File: src/rtl/seqdet_pkg.sv
// Shared types and constants for the bit serializer that feeds the 101 sequence detector.
// Latency: n/a (types, constants and a width helper only).
// Backpressure: n/a.
package seqdet_pkg;

    // Serializer control states: waiting for a word, or presenting its bits.
    typedef enum logic {
        IDLE  = 1'b0,
        SHIFT = 1'b1
    } ser_state_e;

    localparam int SER_DEFAULT_WIDTH = 20;

    // Bit-counter width: clog2 of the word width, but never narrower than one bit.
    function automatic int ser_cnt_w(input int width);
        return (width > 1) ? $clog2(width) : 1;
    endfunction

endpackage

File: src/rtl/ser_bit_counter.sv
// Bit-position counter for the serializer: counts 0..WIDTH-1 within a word.
// Latency: count updates on the edge after clr/inc; last is combinational from count.
// Backpressure: none of its own; the parent withholds inc while stalled.
//
// Ports:
//   clk, reset : clock and synchronous active-high reset (clears count)
//   clr        : force count to 0 on the next edge (wins over inc)
//   inc        : advance count by one on the next edge
//   count      : current bit position
//   last       : count is at WIDTH-1
module ser_bit_counter
    import seqdet_pkg::*;
#(
    parameter int WIDTH = SER_DEFAULT_WIDTH,
    parameter int CW    = ser_cnt_w(WIDTH)
) (
    input  logic          clk,
    input  logic          reset,
    input  logic          clr,
    input  logic          inc,
    output logic [CW-1:0] count,
    output logic          last
);

    localparam logic [CW-1:0] LAST_IDX = CW'(WIDTH - 1);

    logic [CW-1:0] count_q;
    logic [CW-1:0] count_d;

    always_comb begin
        count_d = count_q;
        if (clr) begin
            count_d = '0;
        end else if (inc) begin
            // Wrap rather than run past the last position, so count can never
            // exceed WIDTH-1 even if the parent over-increments.
            count_d = (count_q == LAST_IDX) ? '0 : count_q + CW'(1);
        end
    end

    always_ff @(posedge clk) begin
        if (reset) begin
            count_q <= '0;
        end else begin
            count_q <= count_d;
        end
    end

    assign count = count_q;
    assign last  = (count_q == LAST_IDX);

endmodule

File: src/rtl/bit_serializer.sv
// Parallel-to-serial converter feeding the 101 sequence detector, one bit per cycle.
// Latency: first bit on x the cycle after load is accepted; WIDTH cycles per word, gapless back-to-back.
// Backpressure: stall freezes the current bit; ready only during IDLE or an unstalled last bit.
//
// Ports:
//   clk, reset   : clock and synchronous active-high reset (drops any word in flight)
//   load, din    : load request and the WIDTH-bit word captured when load && ready
//   stall        : downstream hold request
//   ready        : load will be accepted at the next edge
//   x, x_valid   : serial bit and its qualifier
//   done         : the last bit of the word is on x
//
// Build option: define SER_MSB_FIRST_EN to shift left and present din[WIDTH-1] first;
// otherwise din[0] goes first. Timing and handshake are the same either way.
module bit_serializer
    import seqdet_pkg::*;
#(
    parameter int WIDTH = SER_DEFAULT_WIDTH
) (
    input  logic             clk,
    input  logic             reset,
    input  logic             load,
    input  logic [WIDTH-1:0] din,
    input  logic             stall,
    output logic             ready,
    output logic             x,
    output logic             x_valid,
    output logic             done
);

    localparam int            CW       = ser_cnt_w(WIDTH);
    localparam logic [CW-1:0] LAST_IDX = CW'(WIDTH - 1);

    ser_state_e       state_q;
    ser_state_e       state_d;
    logic [WIDTH-1:0] sreg_q;
    logic [WIDTH-1:0] sreg_d;

    logic             cnt_clr;
    logic             cnt_inc;
    logic [CW-1:0]    cnt_count;
    logic             cnt_last;

    logic             out_bit;
    logic [WIDTH-1:0] sreg_shift;

`ifdef SER_MSB_FIRST_EN
    assign out_bit    = sreg_q[WIDTH-1];
    assign sreg_shift = sreg_q << 1;
`else
    assign out_bit    = sreg_q[0];
    assign sreg_shift = sreg_q >> 1;
`endif

    ser_bit_counter #(
        .WIDTH (WIDTH),
        .CW    (CW)
    ) u_bit_counter (
        .clk   (clk),
        .reset (reset),
        .clr   (cnt_clr),
        .inc   (cnt_inc),
        .count (cnt_count),
        .last  (cnt_last)
    );

    always_comb begin
        state_d = state_q;
        sreg_d  = sreg_q;
        cnt_clr = 1'b0;
        cnt_inc = 1'b0;
        ready   = 1'b0;
        x       = 1'b0;
        x_valid = 1'b0;
        done    = 1'b0;

        case (state_q)
            IDLE: begin
                ready = 1'b1;
                if (load) begin
                    sreg_d  = din;
                    cnt_clr = 1'b1;
                    state_d = SHIFT;
                end
            end

            SHIFT: begin
                x       = out_bit;
                x_valid = 1'b1;
                // done tracks the bit position only, so it holds through a stall.
                done    = (cnt_count == LAST_IDX);
                // Opening ready on the unstalled last bit lets the next word
                // follow with no idle cycle.
                ready   = cnt_last && !stall;
                if (!stall) begin
                    if (cnt_last) begin
                        cnt_clr = 1'b1;
                        if (load) begin
                            sreg_d = din;
                        end else begin
                            sreg_d  = '0;
                            state_d = IDLE;
                        end
                    end else begin
                        sreg_d  = sreg_shift;
                        cnt_inc = 1'b1;
                    end
                end
            end

            default: begin
                state_d = IDLE;
                sreg_d  = '0;
                cnt_clr = 1'b1;
            end
        endcase
    end

    always_ff @(posedge clk) begin
        if (reset) begin
            state_q <= IDLE;
            sreg_q  <= '0;
        end else begin
            state_q <= state_d;
            sreg_q  <= sreg_d;
        end
    end

endmodule

File: config.mk
export PLATFORM = sky130hd
export DESIGN_NAME = bit_serializer
export DESIGN_NICKNAME = d
export VERILOG_FILES = /design/src/rtl/seqdet_pkg.sv /design/src/rtl/ser_bit_counter.sv /design/src/rtl/bit_serializer.sv
export SDC_FILE = /design/constraint.sdc
export NUM_CORES = 1
export LEC_CHECK = 0
export CORE_MARGIN = 3
export CORE_UTILIZATION = 24
export CTS_BUF_LIST = sky130_fd_sc_hd__clkbuf_8
export DETAILED_ROUTE_END_ITERATION = 16
export PLACE_DENSITY = 0.46
export SYNTH_ARGS = -nofsm -noshare
export SYNTH_HDL_FRONTEND = slang
export SYNTH_HIERARCHICAL = 1
export SYNTH_SLANG_ARGS = --single-unit
export TNS_END_PERCENT = 1
File: constraint.sdc
create_clock -name clk -period 2.2 [get_ports clk]
set_input_delay 0.44 -clock clk [delete_from_list [all_inputs] [get_ports clk]]
set_output_delay 0.44 -clock clk [all_outputs]
set_load 0.1 [all_outputs]
Yosys cells after proc, flatten, opt, wreduce, memory -nomap -nowiden
Cells that the tools add are included.
Storage, ports and cells
  input port bits: 24
  output and inout bits: 4
  logic and storage cells: 32
  flip-flop bits (word level): 26
Cells by class
  reductions and logical operators: 4
  equal/unequal tests: 3
  $add $sub $neg: 1
  multiplexer cells: 20
  bitwise operators: 1
Operator list (number)
  2-to-1 mux 20 bit: 4
  case mux 20 bit (2 select lines): 1
  2-to-1 mux 1 bit: 11
  case mux 1 bit (2 select lines): 3
  adder 5 x 1 -> 5 bit, second input constant: 1
  == test 5 bit, second input constant: 1
  2-to-1 mux 5 bit: 1
  inequality test 2 bit, second input constant: 2
  AND reduction 2 bit: 1
  OR reduction 2 bit: 1
  logical AND 1 bit: 1
  zero test 1 bit: 1
  NOT 1 bit: 1

Logic depth before layout (Yosys ltp)
Gate-level depths: netlist of run 1.
  depth in word-level cells: 5
  depth in mapped cells: 7
  gate-level depth less buffers: 6

Hierarchy
The synthesis of run 1 kept the hierarchy.
By module, submodules not included
  bit_serializer: area each 1219.9 um^2, instances 1, cells an instance 131, sequential area each 420.4 um^2
  ser_bit_counter: area each 262.8 um^2, instances 1, cells an instance 26, sequential area each 100.1 um^2

Worst setup path before layout of run 1
No wires, ideal clock.
  path kind: register to output
  start point: register u_bit_counter.count_q[0], in the netlist u_bit_counter/count[0]
  end point: output port ready
  data arrival time: 3.348 ns
  data required time: 1.760 ns
  cell stages (with the launch flop): 6
  path buffers: 1
  setup slack: -1.588 ns
  path through: dfxtp_1 -> ha_1 -> nor4bb_4 -> inv_1 -> buf_6 -> o21ai_0
On the way
  word-level cells in the longest chain between the ends: 3
Ends and longest elaborated chain
  start, declared: RTL line ser_bit_counter.sv:27  | logic [CW-1:0] count_q;
  start signal, assigned: RTL line ser_bit_counter.sv:45  | count_q <= count_d;
  == test 5 bit: RTL line ser_bit_counter.sv:50  | assign last = (count_q == LAST_IDX);
  named net cnt_last: RTL line bit_serializer.sv:42  | logic cnt_last;
  logical AND 1 bit: RTL line bit_serializer.sv:94  | ready = cnt_last && !stall;
  case mux 1 bit (2 select lines): RTL line bit_serializer.sv:77  | case (state_q)
  end, declared: RTL line bit_serializer.sv:25  | output logic ready,
The timed path passes the listed nets, and every way through them passes these cells.

Worst setup path in the final report of run 1
  start point: register u_bit_counter.count_q[1], in the netlist u_bit_counter/count[1]
  end point: output port ready
Same word-level chain as after synthesis.

==> impl_results.md, run 1 <==
* Diodes inserted at 0
* Top cell type's share of synthesized area at 0.351
* First-pass GRT wire length at 6.70 mm
* Synthesized area per cell at 9.44 µm²
* Post-route setup slack at 150 ps
* Hold depth at 2
* Worst Path Arrival at 1610 ps
* Critical Path Start Type: flop
* Placed cell count at 254
* Reg2reg end: sreg_q[0]$_SDFFE_PP0P_
* Largest net degree at the start of global routing at 26
* Layout Nets at 210
* IO Pins at 28
* Routed wire length at 3.83 mm
* WP data required at 1760 ps
* Worst reg2reg setup slack at 350 ps
* Share of flip-flops with an asynchronous set or reset at 0
* Setup crit end kind: primary output
* Cell Rows at 28
* Total track usage at 0.113
* RSZ-0062 raised after global routing: no
* DRC violation total after the first TritonRoute iteration at 57
* Setup WS pre-CTS at 147 ps
* Setup tns final at 0 ps
* Post-Synth Simple-Gate Area at 0.356
* Synth area leaders: dfxtp_1 (35%), a221oi_2 (9.1%), nor4_2 (7.6%)
* Final critical-path required period at 2050 ps
* Number of synthesized flops with an enable pin at 0
* Crit-path slowest cell: dfxtp_1
* Die X at 84.6 µm
* Vias/cell at 5.07
* Vias in the first global route at 1,339
* Design Area, Final at 1920 µm²
* Slew Limit Fails at 0
* Post-route ant nets at 0
* Synth Area in XOR/XNOR at 0.00591
* Slew HR at 0.520
* Synth Area in Compound Gates at 0.189
* Synth cell types at 43
* Via count at 1,307
* Root buf cell: clkbuf_8
* Most frequent cells after synthesis: dfxtp_1 (26), nor2_1 (21), nor3_1 (21), nor4_1 (10)
* CP Cell Sequence: ha_1 > nor4bb_4 > inv_2 > o21ai_4 > buf_12
* Final-report setup violation count at 0
* Routed len/inst at 14.9 µm
* FF+latch count, synth at 26
* Post-Synth Adder-Cell Area at 0.00844
* Power density over the cells at 546 nW/µm²
* Drt pass-1 iters at 5
* Cts hold-fix bufs at 0
* Fin cells at 258
* Core area at 5960 µm²
* Max clock buf depth at 2
* Post-DP Area at 1870 µm²
* Fraction of layout cells with a size suffix above 1 at 0.235
* Area leader, netlist: dfxtp_1
* CTS tree: built
* CP top delay family: flip-flops
* Worst ir drop on vdd at 0.204 mV
* Die Y at 84.6 µm
* Synth warnings at 6
* Status: finished, final reports clean
* CP max FO at 4
* Synth Flop Type: dfxtp_1
* Starting Density at 0.249
* Register area share after synthesis at 0.351
* Mux cell area share after synthesis at 0.00675
* Most common cell in the netlist: dfxtp_1
* Critical Path Start: u_bit_counter/count[1]$_SDFFE_PP0P_
* Netlist Area Pre-Place at 1480 µm²
* Max frequency at 488 MHz
* DP HPWL at 2.52 mm
* Global placement routability congestion at 0.680
* Worst r2r src: u_bit_counter/count[1]$_SDFFE_PP0P_
* Clk sinks at 26
* CTS HTree Levels at 1
* Largest family of logic cells by synthesized area: simple AND/OR/NAND/NOR gates
* Worst path depth at 5
* Fin crit share at 0.932
* Hold Startpoint: sreg_q[19]$_SDFFE_PP0P_
* Residual DRC at 0
* Setup Crit Path Kind: flop to primary output
* Hold EP: sreg_q[19]$_SDFFE_PP0P_
* Endpoints failing hold at 0
* Hold Path Class: flop to flop
* Leakage at 0.690 nW
* CTS clk-pin slew, worst paths at 90 ps
* Largest stage delay, worst path at 380 ps
* Worst R2R Path Depth at 6
* Antenna violations before repair at 0
* Buf/Inv on CP at 2
* Num CTS Buffers at 3
* Area growth from synthesis to layout at 29.3%
* Die Area at 7160 µm²
* Slew @ Worst Pin at 720 ps
* Hold Slack at 533 ps
* Synth Instances at 157
* Port Buffers at 27
* Net count after synthesis at 182
* Max Clock Skew at 6.22 ps
* Max-cap viol count at 0
* Clk Latency, worst-skew pair at 270 ps
* Gr ovfl total at 0
-- metal layers --
layer  wire length [µm]  track usage
met1               1900        0.162
met5                  0            0
met2               1740        0.176
met4                 30       0.0259
met3                166       0.0236
-- sequential cells by signal, indices dropped and copies added (netlist names) --
register / cells
u_bit_counter/count: 5
state_q: 1
sreg_q: 20
-- worst max path at each step --
stage                                  end
global placement    sreg_q[0]$_SDFFE_PP0P_
finish                               ready
CTS                                  ready
global route                         ready
floorplan                             done
detailed placement  sreg_q[0]$_SDFFE_PP0P_
-- power breakdown --
group	total, mW	switching [mW]	internal [mW]
sequential	0.532	0.0253	0.507
combinational	0.240	0.123	0.117
clock	0.275	0.152	0.123
total	1.05	0.300	0.747
-- worst reg2reg max path, stage by stage (launching register included) --
cell      delay (ps)
dfxtp_1          380
ha_1             200
nor4bb_4         250
buf_4            190
and2_4           330
a221oi_1         120
nor4_1           290
-- what timing repair did --
action	CTS	global route
pin swaps	0	1
setup endpoints to repair	1	2
gates cloned	0	0
resized for setup	2	0
setup buffers	0	1
endpoints found under the hold margin	0	0
-- logic make-up (layout without fill, tap and decap cells) --
group                      Yosys count  after routing
AOI/OAI and AO/OA                   29             29
xor gates and xnor gates             1              1
and+or+nand+nor                     82             82
muxes                                1              1
buffers and inverters               17             43
adders and majority gates            1              1
DFF                                 26             26
-- through the flow --
| step | utilization | power (mW) |
|---|---|---|
| floorplan | - | 0.685 |
| global placement | 0.313 | 0.787 |
| detailed placement | 0.313 | 0.785 |
| CTS | 0.321 | 1.06 |
| global route | 0.322 | 1.10 |
| finish | 0.322 | 1.05 |
-- placed cells by master (no fill, tap or decap), drive strengths merged, types with 3 or more instances in the layout --
cell type | synthesis | routed
a221oi | 18 | 18
and2b | 3 | 3
buf | 11 | 14
clkbuf | 3 | 3
clkdlybuf4s50 | 0 | 23
dfxtp | 26 | 26
inv | 3 | 3
nor2 | 21 | 21
nor3 | 21 | 21
nor4 | 19 | 19
o21ai | 5 | 5
-- area by class of cell --
cell class	count	area [µm²]
repair buffers	37	398
well taps	75	93.8
flip-flops and latches	26	522
multi-input cells	114	851
clock buffers	3	41.3
inverters	3	11.3
fillers	641	4040
Note: power is estimated with default switching activity, not from simulation.
==> run 2, diff against run 1 <==
--- a/config.mk
+++ b/config.mk
@@ -5,11 +5,13 @@
 export SDC_FILE = /design/constraint.sdc
 export NUM_CORES = 1
 export LEC_CHECK = 0
+export CELL_PAD_IN_SITES_DETAIL_PLACEMENT = 1
+export CELL_PAD_IN_SITES_GLOBAL_PLACEMENT = 1
 export CORE_MARGIN = 3
 export CORE_UTILIZATION = 24
 export CTS_BUF_LIST = sky130_fd_sc_hd__clkbuf_8
 export DETAILED_ROUTE_END_ITERATION = 16
-export PLACE_DENSITY = 0.46
+export PLACE_DENSITY = 0.56
 export SYNTH_ARGS = -nofsm -noshare
 export SYNTH_HDL_FRONTEND = slang
 export SYNTH_HIERARCHICAL = 1
==> constraint.sdc (replaced) <==
create_clock -name clk -period 2.05 [get_ports clk]
set_input_delay 0.41 -clock clk [delete_from_list [all_inputs] [get_ports clk]]
set_output_delay 0.41 -clock clk [all_outputs]
set_load 0.1 [all_outputs]
==> run 2 against run 1 <==
  * Non-clock buffer count stayed put
  * Sequential power rose by 7.9%
  * Die area unchanged
  * Critical path type unchanged
==> impl_results.md, run 2 (synthesis gave the netlist of run 1 again) <==
* Biggest register: sreg_q
* Switching share of power at 0.268
* Power density over the cells at 650 nW/µm²
* Port Buffers at 27
* Routed wire length at 4.32 mm
* Fin cells at 259
* Worst R2R Path Depth at 7
* Largest net degree at the start of global routing at 26
* Comb pwr share at 0.208
* Cell Rows at 28
* Gr ovfl total at 0
* Drt pass-1 iters at 4
* Antenna violations before repair at 0
* Post-route ant nets at 0
* Hold Path Class: flop to flop
* Reg2reg end: u_bit_counter/count[2]$_SDFFE_PP0P_
* Total track usage at 0.131
* Leakage at 0.701 nW
* Core area at 5960 µm²
* Clock share of power at 0.342
* Endpoints failing hold at 0
* Worst Path Arrival at 1530 ps
* DRC violation total after the first TritonRoute iteration at 49
* Via count at 1,366
* CP max FO at 5
* Die X at 84.6 µm
* Commonest non-fill, non-tap cells in the layout: clkdlybuf4s50_1 (23), dfxtp_1 (23), nor2_1 (21), nor3_1 (21), nor4_1 (10)
* Slew Limit Fails at 0
* Critical Path Start Type: flop
* Starting Density at 0.249
* Num CTS Buffers at 3
* DP HPWL at 2.87 mm
* Power share of the sequential group at 0.450
* Die Area at 7160 µm²
* IO Pins at 28
* Max frequency at 516 MHz
* Placed cell count at 253
* Layout Nets at 210
* Clk sinks at 26
* Clk Latency, worst-skew pair at 280 ps
* Fraction of layout cells with a size suffix above 1 at 0.261
* Buf/Inv on CP at 2
* Crit-path slowest cell: dfxtp_2
* CTS tree: built
* Final critical-path required period at 1940 ps
* Slew @ Worst Pin at 379 ps
* Vias/cell at 5.27
* P_sw at 0.342 mW
* Root buf cell: clkbuf_8
* Fill cell count at 691
* Setup tns final at 0 ps
* Max clock buf depth at 2
* Max-cap viol count at 0
* Slew HR at 0.744
* Area growth from synthesis to layout at 32.6%
* Max reg flops at 20
* Setup Crit Path Kind: flop to primary output
* Global placement routability congestion at 0.727
* Worst r2r src: u_bit_counter/count[0]$_SDFFE_PP0P_
* Routed len/inst at 16.7 µm
* Worst reg2reg setup slack at 170 ps
* CP top delay family: flip-flops
* Status: finished, final reports clean
* Setup crit end kind: primary output
* Die Y at 84.6 µm
* Design Area, Final at 1970 µm²
* Post-DP Area at 1870 µm²
* Final-report setup violation count at 0
* First-pass GRT wire length at 7.51 mm
* WP data required at 1640 ps
* Internal power at 0.935 mW
* Vias in the first global route at 1,498
* Hold EP: sreg_q[19]$_SDFFE_PP0P_
* CP Cell Sequence: ha_2 > nor4bb_4 > inv_2 > o21ai_4 > buf_12
* Hold depth at 2
* Residual DRC at 0
* Max Clock Skew at 7.70 ps
* Fin crit share at 0.946
* Hold Startpoint: sreg_q[19]$_SDFFE_PP0P_
* CTS clk-pin slew, worst paths at 100 ps
* Diodes inserted at 0
* CTS HTree Levels at 1
* Largest stage delay, worst path at 370 ps
* Worst ir drop on vdd at 0.257 mV
## run 2: timing repair
| action | CTS | global route |
|---|---|---|
| endpoints found under the hold margin | 0 | 0 |
| pin swaps | 1 | 1 |
| endpoints found under the setup margin | 1 | 1 |
| buffers inserted | 1 | 1 |
| gates cloned | 0 | 0 |
| hold buffers | 0 | 0 |
| resized for setup | 4 | 0 |
## run 2: per-layer routing
metal | vias to the layer above | share of wire | routed length, µm | track usage
li1 | 656 | - | - | -
met1 | 683 | 0.43 | 1840 | 0.150
met2 | 23 | 0.53 | 2280 | 0.238
met3 | 4 | 0.035 | 152 | 0.0314
met4 | 0 | 0.012 | 53 | 0.0403
met5 | - | 0 | 0 | 0
## run 2: per-stage QoR
step	hold WS (ps)	power, mW	util	setup WS, ps
2_1_floorplan	477	0.736	-	-113
3_3_place_gp	497	0.840	0.315	36.5
3_5_place_dp	518	0.850	0.315	-56.9
4_1_cts	534	1.30	0.329	59.4
5_1_grt	568	1.35	0.330	-0.252
6_report	525	1.28	0.330	110
## run 2: how the worst max path moves through the flow
| stage | from | endpoint | cells past startpoint |
|---|---|---|---|
| 3_3_place_gp | stall | u_bit_counter/count[2]$_SDFFE_PP0P_ | 6 |
| 4_1_cts | u_bit_counter/count[0]$_SDFFE_PP0P_ | ready | 5 |
| 6_report | u_bit_counter/count[0]$_SDFFE_PP0P_ | ready | 5 |
| 2_1_floorplan | u_bit_counter/count[0]$_SDFFE_PP0P_ | ready | 5 |
| 3_5_place_dp | stall | u_bit_counter/count[2]$_SDFFE_PP0P_ | 6 |
| 5_1_grt | u_bit_counter/count[0]$_SDFFE_PP0P_ | ready | 5 |
## run 2: tightest hold or removal path, stage by stage (launching register included)
cell	delay (ps)
dfxtp_1	320
nand4b_1	80
o21ai_0	70
## run 2: final cells by class
type                    instances  area (µm²)  share of cell area
multi-input cells             114         855               0.435
well taps                      75        93.8              0.0477
repair buffers                 37         410               0.209
flip-flops and latches         26         524               0.267
inverters                       3        11.3             0.00573
clock buffers                   3        41.3              0.0210
clock inverters                 1        30.0              0.0153
## run 2: power by group through the flow
stage / Sequential, mW / Combinational (mW) / Clock (mW)
2_1_floorplan: 0.586 / 0.150 / 0
3_3_place_gp: 0.583 / 0.257 / 0
3_5_place_dp: 0.585 / 0.265 / 0
4_1_cts: 0.574 / 0.266 / 0.458
5_1_grt: 0.580 / 0.291 / 0.479
6_report: 0.574 / 0.266 / 0.437
==> run 3, diff against run 2 <==
--- a/config.mk
+++ b/config.mk
@@ -11,7 +11,10 @@
 export CORE_UTILIZATION = 24
 export CTS_BUF_LIST = sky130_fd_sc_hd__clkbuf_8
 export DETAILED_ROUTE_END_ITERATION = 16
+export HOLD_SLACK_MARGIN = 0.05
 export PLACE_DENSITY = 0.56
+export REMOVE_ABC_BUFFERS = 1
+export SLEW_MARGIN = 20
 export SYNTH_ARGS = -nofsm -noshare
 export SYNTH_HDL_FRONTEND = slang
 export SYNTH_HIERARCHICAL = 1
==> run 3 against run 2 <==
  * Combinational power is essentially flat
  * Largest power group unchanged
  * Global-route usage shrank 0.99 points
  * Worst hold slack improved by 4.5 ps
  * Critical path type unchanged
  * Cell count shrank 0.39%
  * Clock power fell by 31%
  * Sequential power is 1% lower
  * Sequential cell count unchanged
==> impl_results.md, run 3 (synthesis gave the netlist of run 1 again) <==
* Status: finished, final reports clean
* Max frequency at 514 MHz
* Vias in the first global route at 1,424
* Internal power at 0.802 mW
* Comb pwr share at 0.234
* Hold EP: sreg_q[19]$_SDFFE_PP0P_
* Power share of the sequential group at 0.500
* Worst Path Arrival at 1530 ps
* Gr ovfl total at 0
* Fill cell count at 700
* CTS clk-pin slew, worst paths at 100 ps
* Num CTS Buffers at 3
* Power density over the cells at 595 nW/µm²
* Worst reg2reg setup slack at 220 ps
* CTS tree: built
* Fin crit share at 0.948
* Commonest non-fill, non-tap cells in the layout: dfxtp_1 (24), clkdlybuf4s50_1 (23), nor2_1 (21), nor3_1 (21)
* WP data required at 1640 ps
* Setup tns final at 0 ps
* Port Buffers at 27
* Residual DRC at 0
* P_sw at 0.334 mW
* Post-route ant nets at 0
* Placed cell count at 254
* Fin cells at 258
* Clock share of power at 0.267
* Worst R2R Path Depth at 6
* Layout Nets at 210
* Clk sinks at 26
* Max Clock Skew at 6.58 ps
* Via count at 1,363
* Clk Latency, worst-skew pair at 270 ps
* Fraction of layout cells with a size suffix above 1 at 0.246
* Global placement routability congestion at 0.715
* Max-cap viol count at 0
* DRC violation total after the first TritonRoute iteration at 72
* Drt pass-1 iters at 4
* Hold Startpoint: sreg_q[19]$_SDFFE_PP0P_
* Worst ir drop on vdd at 0.230 mV
* Cell Rows at 28
* Final-report setup violation count at 0
* Antenna violations before repair at 0
* Starting Density at 0.249
* Root buf cell: clkbuf_8
* Total track usage at 0.121
* Leakage at 0.683 nW
* Hold depth at 2
* Slew Limit Fails at 0
* Area growth from synthesis to layout at 28.7%
* Slew HR at 0.508
* Slew @ Worst Pin at 738 ps
* CTS HTree Levels at 1
* Routed wire length at 4.26 mm
* Switching share of power at 0.294
* Die Y at 84.6 µm
* Largest net degree at the start of global routing at 26
* First-pass GRT wire length at 7.19 mm
* CP max FO at 4
* Most common cell after layout, fill and taps aside: dfxtp_1
* Reg2reg end: sreg_q[2]$_SDFFE_PP0P_
* Die Area at 7160 µm²
* Area of the multi-input gates at 853 µm²
* DP HPWL at 2.79 mm
* Final critical-path required period at 1940 ps
* Worst r2r src: u_bit_counter/count[1]$_SDFFE_PP0P_
* Register Area at 523 µm²
* Critical Path Start Type: flop
* IO Pins at 28
* Die X at 84.6 µm
* Cts hold-fix bufs at 0
* Routed len/inst at 16.5 µm
* Biggest register: sreg_q
* Core area at 5960 µm²
* Setup Crit Path Kind: flop to primary output
* Diodes inserted at 0
* Endpoints failing hold at 0
* Total Power Consumption at 1.14 mW
* Max reg flops at 20
* Vias/cell at 5.28
* Hold Path Class: flop to flop
* Setup crit end kind: primary output
* Max clock buf depth at 2
[run 3: cell types whose count changed in the layout (fill, tap and decap cells not counted)]
cell / before / now
dfxtp_2: 3 / 2
buf_12: 6 / 4
and3_2: 2 / 1
buf_4: 8 / 10
bufinv_16: 1 / 0
dfxtp_1: 23 / 24
and3_1: 0 / 1
[run 3: worst max path at each step]
stage                                        startpoint  endpoint  slack, ps  depth (start not counted)
global route        u_bit_counter/count[1]$_SDFFE_PP0P_     ready         -9                          5
global placement    u_bit_counter/count[0]$_SDFFE_PP0P_     ready        120                          5
detailed placement  u_bit_counter/count[0]$_SDFFE_PP0P_     ready         60                          5
finish              u_bit_counter/count[1]$_SDFFE_PP0P_     ready        110                          5
CTS                 u_bit_counter/count[1]$_SDFFE_PP0P_     ready         20                          5
floorplan           u_bit_counter/count[0]$_SDFFE_PP0P_     ready      -1870                          4
[run 3: timing repair]
item	CTS	global route
endpoints found under the setup margin	1	6
resized for setup	4	3
buffers inserted	1	0
pin swaps	1	2
[run 3: power groups by stage]
stage / logic, mW / clock network, mW / registers, mW
2_1_floorplan: 0.133 / 0 / 0.585
3_3_place_gp: 0.256 / 0 / 0.577
3_5_place_dp: 0.264 / 0 / 0.579
4_1_cts: 0.268 / 0.310 / 0.567
5_1_grt: 0.291 / 0.327 / 0.572
6_report: 0.265 / 0.303 / 0.567
[run 3: worst max-delay path, stage by stage, from the launching register on]
cell and delay, ps:
dfxtp_2 360, ha_2 200, nor4bb_4 240, inv_2 90, o21ai_4 180, buf_12 190
[run 3: layout make-up]
class / count / area share
Multi-Input combinational cell: 114 / 0.447
Sequential cell: 26 / 0.274
Timing Repair Buffer: 37 / 0.202
Tap cell: 75 / 0.0492
Clock buffer: 3 / 0.0216
Inverter: 3 / 0.00590
[run 3: metal layers]
layer	up-vias	share of wire	global-route usage
li1	653	-	-
met1	690	0.46	0.158
met2	18	0.51	0.209
met3	2	0.021	0.0118
met4	0	0.0075	0.0388
met5	-	0	0
[run 3: stage by stage]
| step | setup slack [ps] | cell area (µm²) | hold slack (ps) | util |
|---|---|---|---|---|
| after global routing | -9.36 | 1910 | 593 | 0.320 |
| after CTS | 23.3 | 1900 | 530 | 0.319 |
| after floorplan | -1870 | 1370 | 478 | - |
| final | 106 | 1910 | 529 | 0.320 |
| after detailed placement | 56.1 | 1840 | 518 | 0.309 |
| after global placement | 119 | 1840 | 494 | 0.309 |
